$ cat config.mk
export PLATFORM = sky130hd
export DESIGN_NAME = trap_report_arbiter_flat
export DESIGN_NICKNAME = d
export VERILOG_FILES = /design/src/rtl/trap_pkg.sv /design/src/rtl/trap_report_arbiter_if.sv /design/src/rtl/trap_report_arbiter_rr_pick.sv /design/src/rtl/trap_report_arbiter.sv /design/src/flat_wrapper.sv
export SDC_FILE = /design/constraint.sdc
export NUM_CORES = 1
export LEC_CHECK = 0
export CORE_AREA = 2 2 268 270
export CTS_CLUSTER_DIAMETER = 80
export DETAILED_ROUTE_END_ITERATION = 6
export DIE_AREA = 0 0 270 272
export GPL_TIMING_DRIVEN = 1
export PLACE_DENSITY = 0.42
export SYNTH_ARGS = -nofsm -noshare
export SYNTH_HDL_FRONTEND = slang
export SYNTH_SLANG_ARGS = --single-unit
export TNS_END_PERCENT = 100
$ cat constraint.sdc
create_clock -name clk -period 2.7 [get_ports clk]
set_clock_uncertainty 0.2 [all_clocks]
set_input_delay 0.54 -clock clk [delete_from_list [all_inputs] [get_ports clk]]
set_output_delay 0.54 -clock clk [all_outputs]
set_load 0.01 [all_outputs]
$ cat src/rtl/trap_pkg.sv
// trap_pkg: shared types and constants for the trap report arbiter.
//   trap_state_e    - controller state encoding (IDLE, REPORT, DRAIN, HALT)
//   trap_payload_t  - one latched report (code, pc, cycle count, instr count)
//   TRAP_CODE_NONE  - mon_code value before any report has been latched
//   TRAP_CODE_TIMEOUT - code reported by the optional watchdog (TRAP_WATCHDOG_EN)
package trap_pkg;

  typedef enum logic [1:0] {
    S_IDLE   = 2'd0,
    S_REPORT = 2'd1,
    S_DRAIN  = 2'd2,
    S_HALT   = 2'd3
  } trap_state_e;

  localparam logic [31:0] TRAP_CODE_NONE    = 32'hFFFF_FFFF;
  localparam logic [31:0] TRAP_CODE_TIMEOUT = 32'h0000_0003;

  typedef struct packed {
    logic [31:0] code;
    logic [63:0] pc;
    logic [63:0] cycle;
    logic [63:0] instr;
  } trap_payload_t;

  // Width of a source index; a single source still needs one bit.
  function automatic int idx_width(int n);
    return (n > 1) ? $clog2(n) : 1;
  endfunction

endpackage

$ cat src/rtl/trap_report_arbiter_if.sv
// trap_report_arbiter_if: trap sources + simulation monitor bundle.
//   src_req/src_code/src_pc/src_cycle/src_instr : per-source request and payload
//                                                 (source i payload at [W*i +: W])
//   src_ack                                      : one-cycle grant pulse per source
//   mon_trap/mon_code/mon_pc/mon_cycle/mon_instr : report strobe + latched payload
//   halted                                       : reporting finished (sticky)
// Modports: master = sources/monitor side, slave = arbiter side.
interface trap_report_arbiter_if #(
  parameter int N_SRC = 2
);
  logic [N_SRC-1:0]    src_req;
  logic [N_SRC*32-1:0] src_code;
  logic [N_SRC*64-1:0] src_pc;
  logic [N_SRC*64-1:0] src_cycle;
  logic [N_SRC*64-1:0] src_instr;
  logic [N_SRC-1:0]    src_ack;
  logic                mon_trap;
  logic [31:0]         mon_code;
  logic [63:0]         mon_pc;
  logic [63:0]         mon_cycle;
  logic [63:0]         mon_instr;
  logic                halted;

  modport master (
    output src_req, src_code, src_pc, src_cycle, src_instr,
    input  src_ack, mon_trap, mon_code, mon_pc, mon_cycle, mon_instr, halted
  );

  modport slave (
    input  src_req, src_code, src_pc, src_cycle, src_instr,
    output src_ack, mon_trap, mon_code, mon_pc, mon_cycle, mon_instr, halted
  );
endinterface

$ cat src/rtl/trap_report_arbiter_rr_pick.sv
// rr_pick: combinational round-robin picker.
//   req_i   [N]  : request vector
//   ptr_i   [IW] : index of the last granted source
//   grant_o [N]  : one-hot grant, first request at or after ptr_i+1 (wrapping)
//   valid_o      : any request present
module rr_pick #(
  parameter int N  = 2,
  parameter int IW = 1
) (
  input  logic [N-1:0]  req_i,
  input  logic [IW-1:0] ptr_i,
  output logic [N-1:0]  grant_o,
  output logic          valid_o
);
  logic [IW:0]  sh;
  logic [N-1:0] rot;
  logic [N-1:0] low;

  // Rotate so that source ptr_i+1 lands on bit 0, isolate the lowest set
  // bit, then rotate back. Shift amount is at most N, so the doubled vector
  // covers the wrap.
  assign sh      = (IW+1)'(ptr_i) + (IW+1)'(1);
  assign rot     = N'({req_i, req_i} >> sh);
  assign low     = rot & (~rot + N'(1));
  assign grant_o = N'(({low, low} << sh) >> N);
  assign valid_o = |req_i;
endmodule

$ cat src/rtl/trap_report_arbiter.sv
// trap_report_arbiter: collects trap requests from N_SRC sources and reports
// one at a time to a simulation monitor.
//   clk, reset : clock and synchronous active-high reset
//   bus        : trap_report_arbiter_if.slave (requests/payloads in,
//                src_ack, mon_* report and halted out)
// Flow: IDLE grants a source round-robin (src_ack pulse, payload latched),
// REPORT pulses mon_trap, DRAIN waits DRAIN_CYCLES, then HALT (STOP_ON_FIRST=1)
// or back to IDLE. All outputs are registered.
// Optional macro TRAP_WATCHDOG_EN: IDLE timeout after TIMEOUT_CYCLES cycles
// reports TRAP_CODE_TIMEOUT without acking any source.
module trap_report_arbiter
  import trap_pkg::*;
#(
  parameter int N_SRC          = 2,
  parameter int DRAIN_CYCLES   = 4,
  parameter int STOP_ON_FIRST  = 1,
  parameter int TIMEOUT_CYCLES = 1000000
) (
  input  logic                 clk,
  input  logic                 reset,
  trap_report_arbiter_if.slave bus
);
  localparam int IW = idx_width(N_SRC);
  localparam trap_state_e S_AFTER = (STOP_ON_FIRST != 0) ? S_HALT : S_IDLE;

  if (N_SRC < 1 || N_SRC > 8 || DRAIN_CYCLES < 0 || TIMEOUT_CYCLES < 1) begin : g_bad_cfg
    $error("trap_report_arbiter: unsupported parameter combination");
  end

  trap_state_e   state_q, state_d;
  logic [IW-1:0] last_q, last_d;
  logic [N_SRC-1:0] ack_q, ack_d;
  logic          mon_trap_q, mon_trap_d;
  logic          halted_q, halted_d;
  trap_payload_t pay_q, pay_d;
  logic [31:0]   drain_q, drain_d;
`ifdef TRAP_WATCHDOG_EN
  logic [31:0]   wd_q, wd_d;
`endif

  logic [N_SRC-1:0] grant;
  logic             grant_valid;

  rr_pick #(.N(N_SRC), .IW(IW)) u_rr_pick (
    .req_i   (bus.src_req),
    .ptr_i   (last_q),
    .grant_o (grant),
    .valid_o (grant_valid)
  );

  // One-hot AND-OR selection of the granted payload and its index.
  trap_payload_t pay_acc [N_SRC+1];
  logic [IW-1:0] idx_acc [N_SRC+1];
  assign pay_acc[0] = '0;
  assign idx_acc[0] = '0;

  for (genvar gi = 0; gi < N_SRC; gi++) begin : g_src
    trap_payload_t pay;
    assign pay = {bus.src_code[32*gi +: 32], bus.src_pc[64*gi +: 64],
                  bus.src_cycle[64*gi +: 64], bus.src_instr[64*gi +: 64]};
    assign pay_acc[gi+1] = pay_acc[gi] | (grant[gi] ? pay : '0);
    assign idx_acc[gi+1] = idx_acc[gi] | (grant[gi] ? IW'(gi) : '0);
  end

  always_comb begin
    state_d    = state_q;
    last_d     = last_q;
    ack_d      = '0;
    mon_trap_d = 1'b0;
    halted_d   = (state_q == S_HALT);
    pay_d      = pay_q;
    drain_d    = drain_q;
`ifdef TRAP_WATCHDOG_EN
    wd_d       = wd_q;
`endif
    case (state_q)
      S_IDLE: begin
        if (grant_valid) begin
          ack_d   = grant;
          last_d  = idx_acc[N_SRC];
          pay_d   = pay_acc[N_SRC];
          state_d = S_REPORT;
`ifdef TRAP_WATCHDOG_EN
          wd_d    = '0;
        end else if (wd_q == 32'(TIMEOUT_CYCLES - 1)) begin
          // Counter is about to reach the limit with nothing pending.
          pay_d   = '{code: TRAP_CODE_TIMEOUT, pc: '0, cycle: '0, instr: '0};
          state_d = S_REPORT;
          wd_d    = '0;
        end else begin
          wd_d    = wd_q + 32'd1;
`endif
        end
      end
      S_REPORT: begin
        mon_trap_d = 1'b1;
        drain_d    = '0;
        state_d    = (DRAIN_CYCLES == 0) ? S_AFTER : S_DRAIN;
      end
      S_DRAIN: begin
        if (drain_q == 32'(DRAIN_CYCLES - 1)) begin
          drain_d = '0;
          state_d = S_AFTER;
        end else begin
          drain_d = drain_q + 32'd1;
        end
      end
      S_HALT: begin
        state_d = S_HALT;
      end
      default: state_d = S_IDLE;
    endcase
  end

  always_ff @(posedge clk) begin
    if (reset) begin
      state_q    <= S_IDLE;
      last_q     <= IW'(N_SRC - 1);
      ack_q      <= '0;
      mon_trap_q <= 1'b0;
      halted_q   <= 1'b0;
      pay_q      <= '{code: TRAP_CODE_NONE, pc: '0, cycle: '0, instr: '0};
      drain_q    <= '0;
`ifdef TRAP_WATCHDOG_EN
      wd_q       <= '0;
`endif
    end else begin
      state_q    <= state_d;
      last_q     <= last_d;
      ack_q      <= ack_d;
      mon_trap_q <= mon_trap_d;
      halted_q   <= halted_d;
      pay_q      <= pay_d;
      drain_q    <= drain_d;
`ifdef TRAP_WATCHDOG_EN
      wd_q       <= wd_d;
`endif
    end
  end

  assign bus.src_ack   = ack_q;
  assign bus.mon_trap  = mon_trap_q;
  assign bus.mon_code  = pay_q.code;
  assign bus.mon_pc    = pay_q.pc;
  assign bus.mon_cycle = pay_q.cycle;
  assign bus.mon_instr = pay_q.instr;
  assign bus.halted    = halted_q;
endmodule

$ cat src/flat_wrapper.sv
// flat-port wrapper written by rule: the top's interface ports become plain ports
module trap_report_arbiter_flat import trap_pkg::*;
#(
  parameter int N_SRC          = 2,
  parameter int DRAIN_CYCLES   = 4,
  parameter int STOP_ON_FIRST  = 1,
  parameter int TIMEOUT_CYCLES = 1000000
)
  (clk, reset, bus_src_req, bus_src_code, bus_src_pc, bus_src_cycle, bus_src_instr, bus_src_ack, bus_mon_trap, bus_mon_code, bus_mon_pc, bus_mon_cycle, bus_mon_instr, bus_halted);
  trap_report_arbiter_if #(.N_SRC(N_SRC)) bus_i ();
  input  logic clk;
  input  logic reset;
  input wire logic [$bits(bus_i.src_req)-1:0] bus_src_req;
  input wire logic [$bits(bus_i.src_code)-1:0] bus_src_code;
  input wire logic [$bits(bus_i.src_pc)-1:0] bus_src_pc;
  input wire logic [$bits(bus_i.src_cycle)-1:0] bus_src_cycle;
  input wire logic [$bits(bus_i.src_instr)-1:0] bus_src_instr;
  output wire logic [$bits(bus_i.src_ack)-1:0] bus_src_ack;
  output wire logic [$bits(bus_i.mon_trap)-1:0] bus_mon_trap;
  output wire logic [$bits(bus_i.mon_code)-1:0] bus_mon_code;
  output wire logic [$bits(bus_i.mon_pc)-1:0] bus_mon_pc;
  output wire logic [$bits(bus_i.mon_cycle)-1:0] bus_mon_cycle;
  output wire logic [$bits(bus_i.mon_instr)-1:0] bus_mon_instr;
  output wire logic [$bits(bus_i.halted)-1:0] bus_halted;
  assign bus_i.src_req = bus_src_req;
  assign bus_i.src_code = bus_src_code;
  assign bus_i.src_pc = bus_src_pc;
  assign bus_i.src_cycle = bus_src_cycle;
  assign bus_i.src_instr = bus_src_instr;
  assign bus_src_ack = bus_i.src_ack;
  assign bus_mon_trap = bus_i.mon_trap;
  assign bus_mon_code = bus_i.mon_code;
  assign bus_mon_pc = bus_i.mon_pc;
  assign bus_mon_cycle = bus_i.mon_cycle;
  assign bus_mon_instr = bus_i.mon_instr;
  assign bus_halted = bus_i.halted;
  trap_report_arbiter #(.N_SRC(N_SRC), .DRAIN_CYCLES(DRAIN_CYCLES), .STOP_ON_FIRST(STOP_ON_FIRST), .TIMEOUT_CYCLES(TIMEOUT_CYCLES)) u_core (.clk(clk), .reset(reset), .bus(bus_i));
endmodule
### Yosys cells after proc, flatten, opt, wreduce, memory -nomap -nowiden

Index checks and enable logic that the tools add are counted.

| word-level totals | value |
|---|---|
| ROM bits | 0 |
| memory bits (writable) | 0 |
| latch bits | 0 |
| memories | 0 |
| bits in registers | 263 |

| operators by class | value |
|---|---|
| equality and inequality tests | 6 |
| reduce and logical (&&, ||, !) cells | 6 |
| $lt $le $gt $ge | 0 |
| div/mod/pow operators | 0 |
| mux-type cells | 9 |
| shift-type cells | 2 |
| $mul | 0 |
| bitwise logic cells | 5 |
| add/subtract/negate cells | 3 |

Operator list:

| operator | count |
|---|---|
| $mux 224 | 2 |
| $or 224x224->224 | 1 |
| $pmux 32 s2 | 1 |
| $add 32x1->32 const B | 1 |
| $eq 32x2->1 const B | 1 |
| $mux 32 | 1 |
| $pmux 2 s4 | 1 |
| $eq 2x2->1 const B | 2 |
| $mux 2 | 2 |
| $ne 2x1->1 const B | 2 |
| $reduce_and 2->1 | 2 |
| $shl 4x2->4 | 1 |
| $shr 4x2->2 | 1 |
| $reduce_or 3->1 | 1 |
| $add 1x1->2 const B | 1 |
| $add 2x1->2 const B | 1 |
| $and 2x2->2 | 1 |
| $eq 2x1->1 const B | 1 |
| $logic_not 2->1 | 1 |
| $mux 1 | 2 |
| $not 1->1 | 2 |
| $not 2->2 | 1 |
| $reduce_bool 2->1 | 1 |
| $reduce_or 2->1 | 1 |

### Logic depth before layout (Yosys ltp)

Gate-level depths: netlist of run 1.

| logic depth | value |
|---|---|
| depth after elaboration | 8 |
| depth in mapped cells | 8 |
| mapped depth without buffers | 6 |

### Modules after synthesis

A second synthesis of run 1 with hierarchy kept.

| second synthesis, totals | value |
|---|---|
| cell total of the unflattened synthesis | 1226 |
| area total of the unflattened synthesis | 10825.4 um2 |

Modules (own cells, without submodules):

| module | times used | cells each | sequential area each (um2) | area each (um2) |
|---|---|---|---|---|
| trap_report_arbiter | 1 | 1222 | 5265.0 | 10800.4 |
| rr_pick | 1 | 4 | 0.0 | 25.0 |

### Least setup slack after synthesis of run 1

OpenSTA, ideal clock, no wires.

| timing path | value |
|---|---|
| path type | reg2reg |
| start | reg u_core.state_q[0] |
| end | reg u_core.drain_q[21] |
| library setup time | 95 ps |
| data arrival time | 2415 ps |
| cell stages (with the launch flop) | 9 |
| path buffers | 2 |
| slack | -10 ps |
| path through | dfxtp_1 > inv_1 > ha_1 > buf_6 > nand4_1 > or4_4 > clkbuf_1 > or3_1 > a221oi_1 |

| between the ends | value |
|---|---|
| word-level cells in the longest chain between the ends | 2 |

Ends and longest elaborated chain:

| what | line | RTL |
|---|---|---|
| start: declaration | trap_report_arbiter.sv:30 | `trap_state_e state_q, state_d;` |
| start signal: assignment | trap_report_arbiter.sv:128 | `state_q <= state_d;` |
| $eq 2x2->1 / $eq 2x1->1 (equally long branches) | trap_report_arbiter.sv:76 | `case (state_q)` |
| $pmux 32 s2 / $reduce_bool 2->1 (equally long branches) | n/a |  |
| end signal: assignment | trap_report_arbiter.sv:134 | `drain_q <= drain_d;` |
| end: declaration | trap_report_arbiter.sv:36 | `logic [31:0] drain_q, drain_d;` |

Parallel ways exist; a longest one is shown, timed or not.
A chain may end at the register's enable or synchronous reset.

### Worst setup path after layout of run 1

| timing path | value |
|---|---|
| start | reg u_core.state_q[0] |
| end | reg u_core.drain_q[28] |

The elaborated chain is that of the path after synthesis.

==> results.py, run 1 <==
metrics = {
    "synth": {
        "synth.avg_cell_area_um2": 8.77,
        "synth_fp_nets": 1716,
        "seq_area_frac_synth": 0.477,
        "syn_area_um2": 11000,
        "synth_seq_cells": 263,
        "async_reset_ff_frac": 0,
        "synth_edf_count": 0,
        "synthCells": 1257,
        "ys.flop_type": "dfxtp_1",
        "yosysUniqueCellTypes": 41,
        "ys.warnings.count": 0,
    },
    "placed_design": {
        "gp_congestion": 0.831,
        "place.detailed.hpwl_um": 43000,
        "port_buffers": 679,
        "dp_slack_ns": 0.00147,
        "placed_cells": 2817,
    },
    "power": {
        "power_frac_seq": 0.288,
        "cellPowerDensity_nw_per_um2": 999,
        "power_frac_comb": 0.468,
        "p_int_uw": 13000,
        "leakage_uw": 0.00721,
        "total_power_uw": 20600,
        "sw_frac_of_total": 0.370,
        "ir_worst_vdd_v": 0.000406,
        "pwr-share-clk": 0.244,
        "p_switching_uw": 7610,
    },
    "critical_path": {
        "cp_max_fo": 17,
        "crit_required_ns": 2.94,
        "critPathSlowestCell": "or4_4",
        "cp.arrival_ns": 2.80,
        "cp-end-kind": "flip-flop",
        "path_class": "flip-flop to flip-flop",
        "cp_cell_sequence": "inv_1, ha_4, nand4_1, or4_4, buf_6, or4_1, a221oi_1",
        "critPathMaxStageDelay_ns": 0.54,
        "cp-start-kind": "flip-flop",
    },
    "timing": {
        "finalCriticalPeriod_ns": 2.56,
        "finalSetupViolCount": 0,
        "fin_tns_setup_ns": 0,
        "worst_slew_pin_slew_ns": 0.526,
        "finalWorstSetupSlack_ns": 0.139,
        "finalMaxSlewViolations": 0,
        "finalHoldViolCount": 0,
        "min_period_over_period": 0.949,
        "fmaxAchievable_ghz": 0.390,
        "hold_ws_ns": 0.178,
        "max_slew_margin": 0.650,
    },
    "layout": {
        "fillers": 7436,
        "area_growth_pct": 86.8,
        "finalNonFillerCells": 2894,
        "nNetsFinal": 2371,
        "drive_gt1_frac": 0.0811,
    },
    "die": {
        "die_area_um2": 73400,
        "die_w_um": 270,
        "rows": 98,
        "die_h_um": 272,
        "initial_core_util": 0.156,
        "num_io_pins": 680,
        "core-area_um2": 70800,
    },
    "routing": {
        "drt-pass1-iter-count": 5,
        "viasPerCell": 4.42,
        "wirelength_um": 57400,
        "post-route-drc-count": 0,
        "num_vias": 12800,
        "drt-initial-drc-count": 598,
        "routedWlPerCell_um": 19.8,
        "ant_nets": 0,
    },
    "outcome": {
        "status": "finished clean",
    },
    "clock_network": {
        "clkTransAtPathRegs_ns": 0.06,
        "cts_buffers": 38,
        "postCtsHoldBufs": 0,
        "cts.sinks": 263,
        "cts_tree": "done",
        "cts_buffer_depth": 3,
        "clock_latency_ns": 0.53,
        "clockRootBuffer": "clkbuf_16",
        "h-tree-depth": 2,
    },
    "grt": {
        "grt_pass1_vias": 12600,
        "grtUsageTotal": 0.148,
        "antenna_found_initial": 7,
        "grt.overflow.total": 0,
        "grt_max_degree": 93,
        "grt_pass1_wl_um": 83500,
    },
    "worst_hold_path": {
        "hold_path.class": "input pin to flip-flop",
    },
    "flow_run": {
        "maxCapViolCount": 0,
    },
}
-- power groups by stage --
stage	Sequential, uW	Clock, uW	Combinational [uW]
after CTS	5920	5210	9810
after detailed placement	5970	0	9770
after global routing	6080	5370	10500
after floorplan	6480	0	3810
final	5910	5020	9630
after global placement	5960	0	9760
-- per-layer routing --
layer	up-vias	part of all wire	GRT usage
met2	480	0.50	0.260
li1	6132	-	-
met5	-	0.00047	0
met1	6084	0.39	0.174
met3	80	0.076	0.0448
met4	4	0.028	0.0456
-- critical path: cells and delay by family, from the launching register on --
kind                       cells  cell delay (ns)
AOI/OAI and AO/OA              1             0.26
and+or+nand+nor                3             1.14
DFF                            1             0.32
buffers and inverters          2             0.26
adders and majority gates      1             0.29
-- worst paths after layout --
check | start | to | slack [ns] | cells past startpoint
hold reg to reg | u_core.bus.mon_cycle[7] | u_core.bus.mon_cycle[7] | 0.29 | 2
hold / removal | reset | u_core.bus.mon_pc[16] | 0.18 | 2
setup reg to reg | u_core.state_q[0] | u_core.drain_q[28] | 0.14 | 7
setup / recovery | u_core.state_q[0] | u_core.drain_q[28] | 0.14 | 7
-- cells in the mapped netlist (all sizes together) (6+ instances only) --
cell type / instances / area [um^2]
nand4: 11 / 83.8
buf: 13 / 81.3
xnor2: 10 / 87.6
nand3: 12 / 60.1
or3: 10 / 67.6
a211oi: 15 / 113
nor3: 199 / 996
ha: 7 / 87.6
nor4: 10 / 62.6
o21ai: 44 / 220
clkbuf: 129 / 504
or4: 10 / 80.1
a221oi: 241 / 2120
nand2: 17 / 63.8
dfxtp: 263 / 5270
and4: 6 / 52.6
nor2: 227 / 852
o31ai: 7 / 52.6
-- placed cells by master (no fill, tap or decap), types with 7 or more instances in the layout --
cell,count
o21ai_0,42
dfxtp_1,263
buf_4,57
a221oi_1,239
nor2_1,227
nor4_1,10
a211oi_1,15
nor3_1,199
clkbuf_16,38
clkbuf_8,12
nand4_1,10
nand3_1,12
clkdlybuf4s50_1,678
o31ai_1,7
xnor2_1,10
diode_2,7
nand2_1,17
buf_12,20
or4_1,7
-- stage by stage --
step / area (um^2) / util
global placement: 19300 / 0.272
global route: 20600 / 0.291
detailed placement: 19300 / 0.272
finish: 20600 / 0.291
CTS: 20500 / 0.290
floorplan: 11000 / -
-- cell families after synthesis --
logic type               synth area share
buffers and inverters              0.0557
flip-flops                          0.477
adder cells (fa/ha/maj)           0.00794
AND/OR/NAND/NOR                     0.215
XOR/XNOR                           0.0111
AO/OA/AOI/OAI                       0.232
multiplexers                     0.000908
-- repair_timing --
action                                  4_1_cts  5_1_grt
buffers inserted                              0        5
gates resized for setup                       0        4
endpoints found under the setup margin        0        9
-- registers in the layout, summed over array words and instances (netlist names) --
name                  flops
u_core.bus.halted         1
u_core.bus.mon_code      32
u_core.bus.mon_cycle     64
u_core.bus.mon_instr     64
u_core.bus.mon_pc        64
u_core.bus.mon_trap       1
u_core.bus.src_ack        2
u_core.drain_q           32
u_core.last_q             1
u_core.state_q            2
-- final cells by class --
| cell class | instances | area, um^2 | share of cell area |
|---|---|---|---|
| timing repair buffer | 758 | 7640 | 0.371 |
| tap | 950 | 1190 | 0.0577 |
| multi-input combinational | 846 | 5210 | 0.253 |
| inverter | 5 | 18.8 | 0.000911 |
| clock inverter | 11 | 131 | 0.00638 |
| clock buffer | 54 | 1120 | 0.0544 |
| sequential | 263 | 5270 | 0.256 |
| antenna | 7 | 17.5 | 0.000851 |
Power figures use the tool's default switching activity.
==> run 2, diff against run 1 <==
- CTS_CLUSTER_SIZE: unset -> 10
==> run 2 against run 1 <==
Effect of this change: die area is the same; flip-flop and latch count unchanged; combinational power hardly changed; non-clock buffer count is the same; count of clock-buffer cells in the layout down 15; critical path type unchanged; largest power group unchanged; worst setup slack improved by 0.0016 ns.
==> results.py, run 2 (same netlist as run 1, synthesis figures left out) <==
metrics = {
    "critical_path": {
        "cp-start-kind": "flip-flop",
        "path_class": "flip-flop to flip-flop",
        "cp.arrival_ns": 2.80,
        "rr_endpoint": "u_core.drain_q[28]",
        "cp_max_fo": 17,
        "crit_required_ns": 2.94,
        "reg2reg_from": "u_core.state_q[0]",
        "cp-end-kind": "flip-flop",
        "rrSetupSlack_ns": 0.14,
        "reg2regPathDepth": 7,
    },
    "power": {
        "leakage_uw": 0.00708,
        "power_frac_seq": 0.298,
        "p_switching_uw": 7490,
        "power_frac_comb": 0.487,
        "sw_frac_of_total": 0.378,
        "ir_worst_vdd_v": 0.000345,
        "cellPowerDensity_nw_per_um2": 975,
        "pwr-share-clk": 0.215,
        "p_int_uw": 12300,
    },
    "die": {
        "die_area_um2": 73400,
        "core-area_um2": 70800,
        "die_w_um": 270,
        "rows": 98,
        "die_h_um": 272,
        "initial_core_util": 0.156,
        "num_io_pins": 680,
    },
    "worst_hold_path": {
        "holdPathEnd": "u_core.bus.mon_pc[16]",
        "hold_path.class": "input pin to flip-flop",
        "min-delay-start": "reset",
        "worstHoldPathCells": 2,
    },
    "routing": {
        "ant_nets": 0,
        "num_vias": 12700,
        "wirelength_um": 57500,
        "routedWlPerCell_um": 20.0,
        "drt-pass1-iter-count": 5,
        "drt-initial-drc-count": 580,
        "post-route-drc-count": 0,
        "viasPerCell": 4.44,
    },
    "layout": {
        "finalNonFillerCells": 2871,
        "final_common_cell": "clkdlybuf4s50_1",
        "fin_util": 0.287,
        "seqCellArea_um2": 5270,
        "drive_gt1_frac": 0.0746,
        "area_growth_pct": 84.2,
        "fillers": 7451,
        "multi_input_area_um2": 5210,
        "mostFrequentLayoutCells": "678 x clkdlybuf4s50_1, 263 x dfxtp_1, 239 x a221oi_1",
        "nNetsFinal": 2368,
    },
    "timing": {
        "min_period_over_period": 0.948,
        "finalCriticalPeriod_ns": 2.56,
        "max_slew_margin": 0.642,
        "worst_slew_pin_slew_ns": 0.536,
        "finalSetupViolCount": 0,
        "finalHoldViolCount": 0,
        "finalMaxSlewViolations": 0,
        "finalWorstSetupSlack_ns": 0.141,
        "fmaxAchievable_ghz": 0.391,
    },
    "clock_network": {
        "cts_tree": "done",
        "cts.sinks": 263,
        "clockRootBuffer": "clkbuf_16",
        "clock_latency_ns": 0.53,
        "cts_buffer_depth": 3,
        "cts_buffers": 35,
        "clkTransAtPathRegs_ns": 0.06,
        "h-tree-depth": 2,
        "postCtsHoldBufs": 0,
    },
    "grt": {
        "grt_pass1_vias": 12600,
        "grtUsageTotal": 0.149,
        "grt_pass1_wl_um": 83500,
        "grt.overflow.total": 0,
        "antenna_found_initial": 5,
        "grt_max_degree": 93,
    },
    "placed_design": {
        "gp_congestion": 0.831,
        "placed_cells": 2817,
        "port_buffers": 679,
        "dp_slack_ns": 0.00147,
        "place.detailed.hpwl_um": 43000,
    },
    "outcome": {
        "status": "finished clean",
    },
    "flow_run": {
        "maxCapViolCount": 0,
    },
}
## run 2: cell count changes in the layout (fill, tap and decap cells not counted), sizes merged
cell and change:
clkinvlp -1, diode -4, clkbuf -15, inv +1
bufinv -2, clkinv -2
## run 2: power by group through the flow
stage	Clock [uW]	Combinational (uW)	Sequential (uW)
floorplan	0	3810	6480
global placement	0	9760	5960
detailed placement	0	9770	5970
CTS	4450	9810	5920
global route	4570	10500	6080
finish	4250	9640	5910
## run 2: per-layer routing
layer	track usage	vias up	share of wire
met2	0.262	508	0.50
met4	0.0466	4	0.028
met3	0.0431	86	0.078
li1	-	6105	-
met5	0	-	0.00047
met1	0.173	6037	0.39
## run 2: worst max path at each step
stage,start,end,slack [ns]
2_1_floorplan,u_core.state_q[0],u_core.drain_q[21],0.06
3_3_place_gp,bus_src_req[1],u_core.bus.mon_instr[27],0.02
3_5_place_dp,bus_src_req[1],u_core.bus.mon_instr[27],0.001
4_1_cts,u_core.state_q[0],u_core.drain_q[26],0.07
5_1_grt,u_core.state_q[0],u_core.drain_q[26],-0.01
6_report,u_core.state_q[0],u_core.drain_q[28],0.14
## run 2: critical path, stage by stage, from the launching register on
cell and delay (ns):
dfxtp_1 0.32, inv_1 0.09, ha_4 0.29, nand4_1 0.11, or4_4 0.54, buf_6 0.17, or4_1 0.49, a221oi_1 0.26
## run 2: what timing repair did
item                       CTS  global route
hold endpoints to repair     0             0
setup buffers                0             5
resized for setup            0             4
setup endpoints to repair    0             9
## run 2: area by class of cell
class | count | area share
multi-input cells | 846 | 0.256
diodes | 3 | 0.000370
flip-flops and latches | 263 | 0.259
clock inverters | 7 | 0.00240
clock buffers | 39 | 0.0458
inverters | 5 | 0.000924
repair buffers | 758 | 0.376
well taps | 950 | 0.0585
## run 2: through the flow
step	power (uW)	setup TNS (ns)	hold WS [ns]	area [um^2]
after CTS	20200	0	0.146	20200
after global routing	21100	-0.0208	0.175	20300
after floorplan	10300	0	0.275	11000
after detailed placement	15700	0	0.286	19300
after global placement	15700	0	0.284	19300
final	19800	0	0.176	20300
==> run 3, diff against run 2 <==
- CORE_AREA: 2 2 268 270 -> 2 2 264 266
- DIE_AREA: 0 0 270 272 -> 0 0 266 268
- clock period: 2.7 -> 3.3 ns (I/O delays scaled with it)
==> run 3 against run 2 <==
Effect of this change: sequential share of layout area increased by 0.69 points; largest power group unchanged; wire length decreased by 2.4%; highest routed layer unchanged; fmax decreased by 13%; die area decreased by 2.9%; critical path depth decreased by 1; via count decreased by 1.7%; flip-flop and latch count unchanged; count of clock-buffer cells in the layout decreased by 2; design area decreased by 2.6%; critical path type unchanged; register-to-register slack improved by 0.21 ns.
==> results.py, run 3 (same netlist as run 1, synthesis figures left out) <==
metrics = {
    "outcome": {
        "status": "finished clean",
    },
    "timing": {
        "finalCriticalPeriod_ns": 2.95,
        "fmaxAchievable_ghz": 0.339,
        "max_slew_margin": 0.426,
        "worst_slew_pin_slew_ns": 0.862,
        "fin_tns_setup_ns": 0,
        "min_period_over_period": 0.895,
        "finalMaxSlewViolations": 0,
        "finalHoldViolCount": 0,
        "finalSetupViolCount": 0,
        "rsz0062_at_grt": "no",
    },
    "power": {
        "cellPowerDensity_nw_per_um2": 800,
        "ir_worst_vdd_v": 0.000514,
        "leakage_uw": 0.00683,
        "total_power_uw": 15800,
    },
    "routing": {
        "wirelength_um": 56200,
        "num_vias": 12500,
        "viasPerCell": 4.54,
        "ant_nets": 0,
        "top_layer_used": "met5",
        "drt-initial-drc-count": 543,
        "met3_length_um": 4250,
        "dr_wl_met2_um": 28500,
        "routedWlPerCell_um": 20.4,
        "post-route-drc-count": 0,
        "drt-pass1-iter-count": 5,
        "routedLengthMet1_um": 22200,
    },
    "layout": {
        "fillers": 7208,
        "drive_gt1_frac": 0.0507,
        "final_common_cell": "clkdlybuf4s50_1",
        "finalNonFillerCells": 2760,
        "mostFrequentLayoutCells": "678 x clkdlybuf4s50_1, 263 x dfxtp_1, 240 x a221oi_1",
        "area_growth_pct": 79.4,
        "nNetsFinal": 2326,
    },
    "placed_design": {
        "gp_congestion": 0.819,
        "placed_cells": 2712,
        "port_buffers": 679,
        "place.detailed.hpwl_um": 40500,
    },
    "clock_network": {
        "clock_latency_ns": 0.53,
        "clkTransAtPathRegs_ns": 0.06,
        "cts_buffers": 35,
        "cts.sinks": 263,
        "clockRootBuffer": "clkbuf_16",
        "cts_buffer_depth": 3,
        "h-tree-depth": 2,
        "cts_tree": "done",
    },
    "grt": {
        "antenna_found_initial": 4,
        "grt_pass1_wl_um": 81500,
        "grt.overflow.total": 0,
        "grt_max_degree": 121,
        "grt_pass1_vias": 12600,
        "grtUsageTotal": 0.149,
    },
    "critical_path": {
        "critPathSlowestCell": "or4_4",
        "cp-start-kind": "flip-flop",
        "path_class": "flip-flop to flip-flop",
        "cp_cell_sequence": "inv_1, ha_1, nand4_1, or4_4, or4_1, a221oi_1",
        "critPathMaxStageDelay_ns": 0.68,
        "cp_max_fo": 17,
        "cp.arrival_ns": 3.18,
        "crit_required_ns": 3.53,
        "cp-end-kind": "flip-flop",
    },
    "flow_run": {
        "maxCapViolCount": 0,
    },
    "die": {
        "rows": 96,
        "core-area_um2": 68200,
        "die_area_um2": 71300,
        "die_w_um": 266,
        "initial_core_util": 0.162,
        "die_h_um": 268,
        "num_io_pins": 680,
    },
    "worst_hold_path": {
        "hold_path.class": "flip-flop to flip-flop",
    },
}
==> run 3: changes by cell type in the layout (fill, tap and decap cells not counted) <==
cell,previous run,this run
buf_2,1,0
a221oi_1,239,240
buf_6,1,0
clkbuf_1,0,2
clkbuf_8,5,1
inv_6,3,4
buf_12,20,15
ha_1,6,7
clkinv_2,3,2
diode_2,3,4
buf_4,57,22
a221oi_2,2,1
ha_4,1,0
==> run 3: through the flow <==
step | cell area, um^2 | utilization | setup WS (ns) | hold WS (ns)
2_1_floorplan | 11000 | - | 0.590 | 0.275
3_3_place_gp | 18800 | 0.276 | 0.247 | 0.281
3_5_place_dp | 18800 | 0.276 | 0.209 | 0.287
4_1_cts | 19800 | 0.290 | 0.167 | 0.295
5_1_grt | 19800 | 0.290 | 0.162 | 0.306
6_report | 19800 | 0.290 | 0.348 | 0.291
==> run 3: repair_timing <==
item / in CTS / in global routing
hold buffers: 0 / 0
gates resized for setup: 0 / 1
setup buffers: 0 / 0
setup endpoints to repair: 0 / 2
==> run 3: area by class of cell <==
class	instances	area [um^2]	share of cell area
Timing Repair Buffer	716	7270	0.367
Sequential cell	263	5270	0.266
Multi-Input combinational cell	846	5190	0.262
Tap cell	882	1100	0.0558
Clock buffer	37	883	0.0446
Clock inverter	7	52.6	0.00266
Inverter	5	18.8	0.000949
Antenna cell	4	10.0	0.000506
==> run 3: worst max-delay path, delay by kind of cell (launching register included) <==
kind            cells  cell delay, ns
flops               1            0.40
buf+inv             1            0.13
simple gates        3            1.43
fa+ha+maj           1            0.41
compound gates      1            0.28
==> run 3: where the power goes <==
part           internal (uW)  switching, uW  leakage [uW]
Clock                   1910           1480      0.000460
Sequential              4250            575       0.00217
Combinational           3660           3970       0.00420
Total                   9810           6020       0.00683
==> run 3: metal layers <==
| metal | up-vias | track usage |
|---|---|---|
| li1 | 6025 | - |
| met1 | 5959 | 0.172 |
| met2 | 458 | 0.263 |
| met3 | 74 | 0.0477 |
| met4 | 2 | 0.0419 |
| met5 | - | 0 |
==> run 3: worst paths after layout <==
kind                                      startpoint              endpoint  slack (ns)  cells after the start
worst min-delay path            u_core.bus.mon_pc[7]  u_core.bus.mon_pc[7]        0.29                      2
worst max-delay path               u_core.state_q[1]    u_core.drain_q[26]        0.35                      6
worst min register to register  u_core.bus.mon_pc[7]  u_core.bus.mon_pc[7]        0.29                      2
worst max register to register     u_core.state_q[1]    u_core.drain_q[26]        0.35                      6
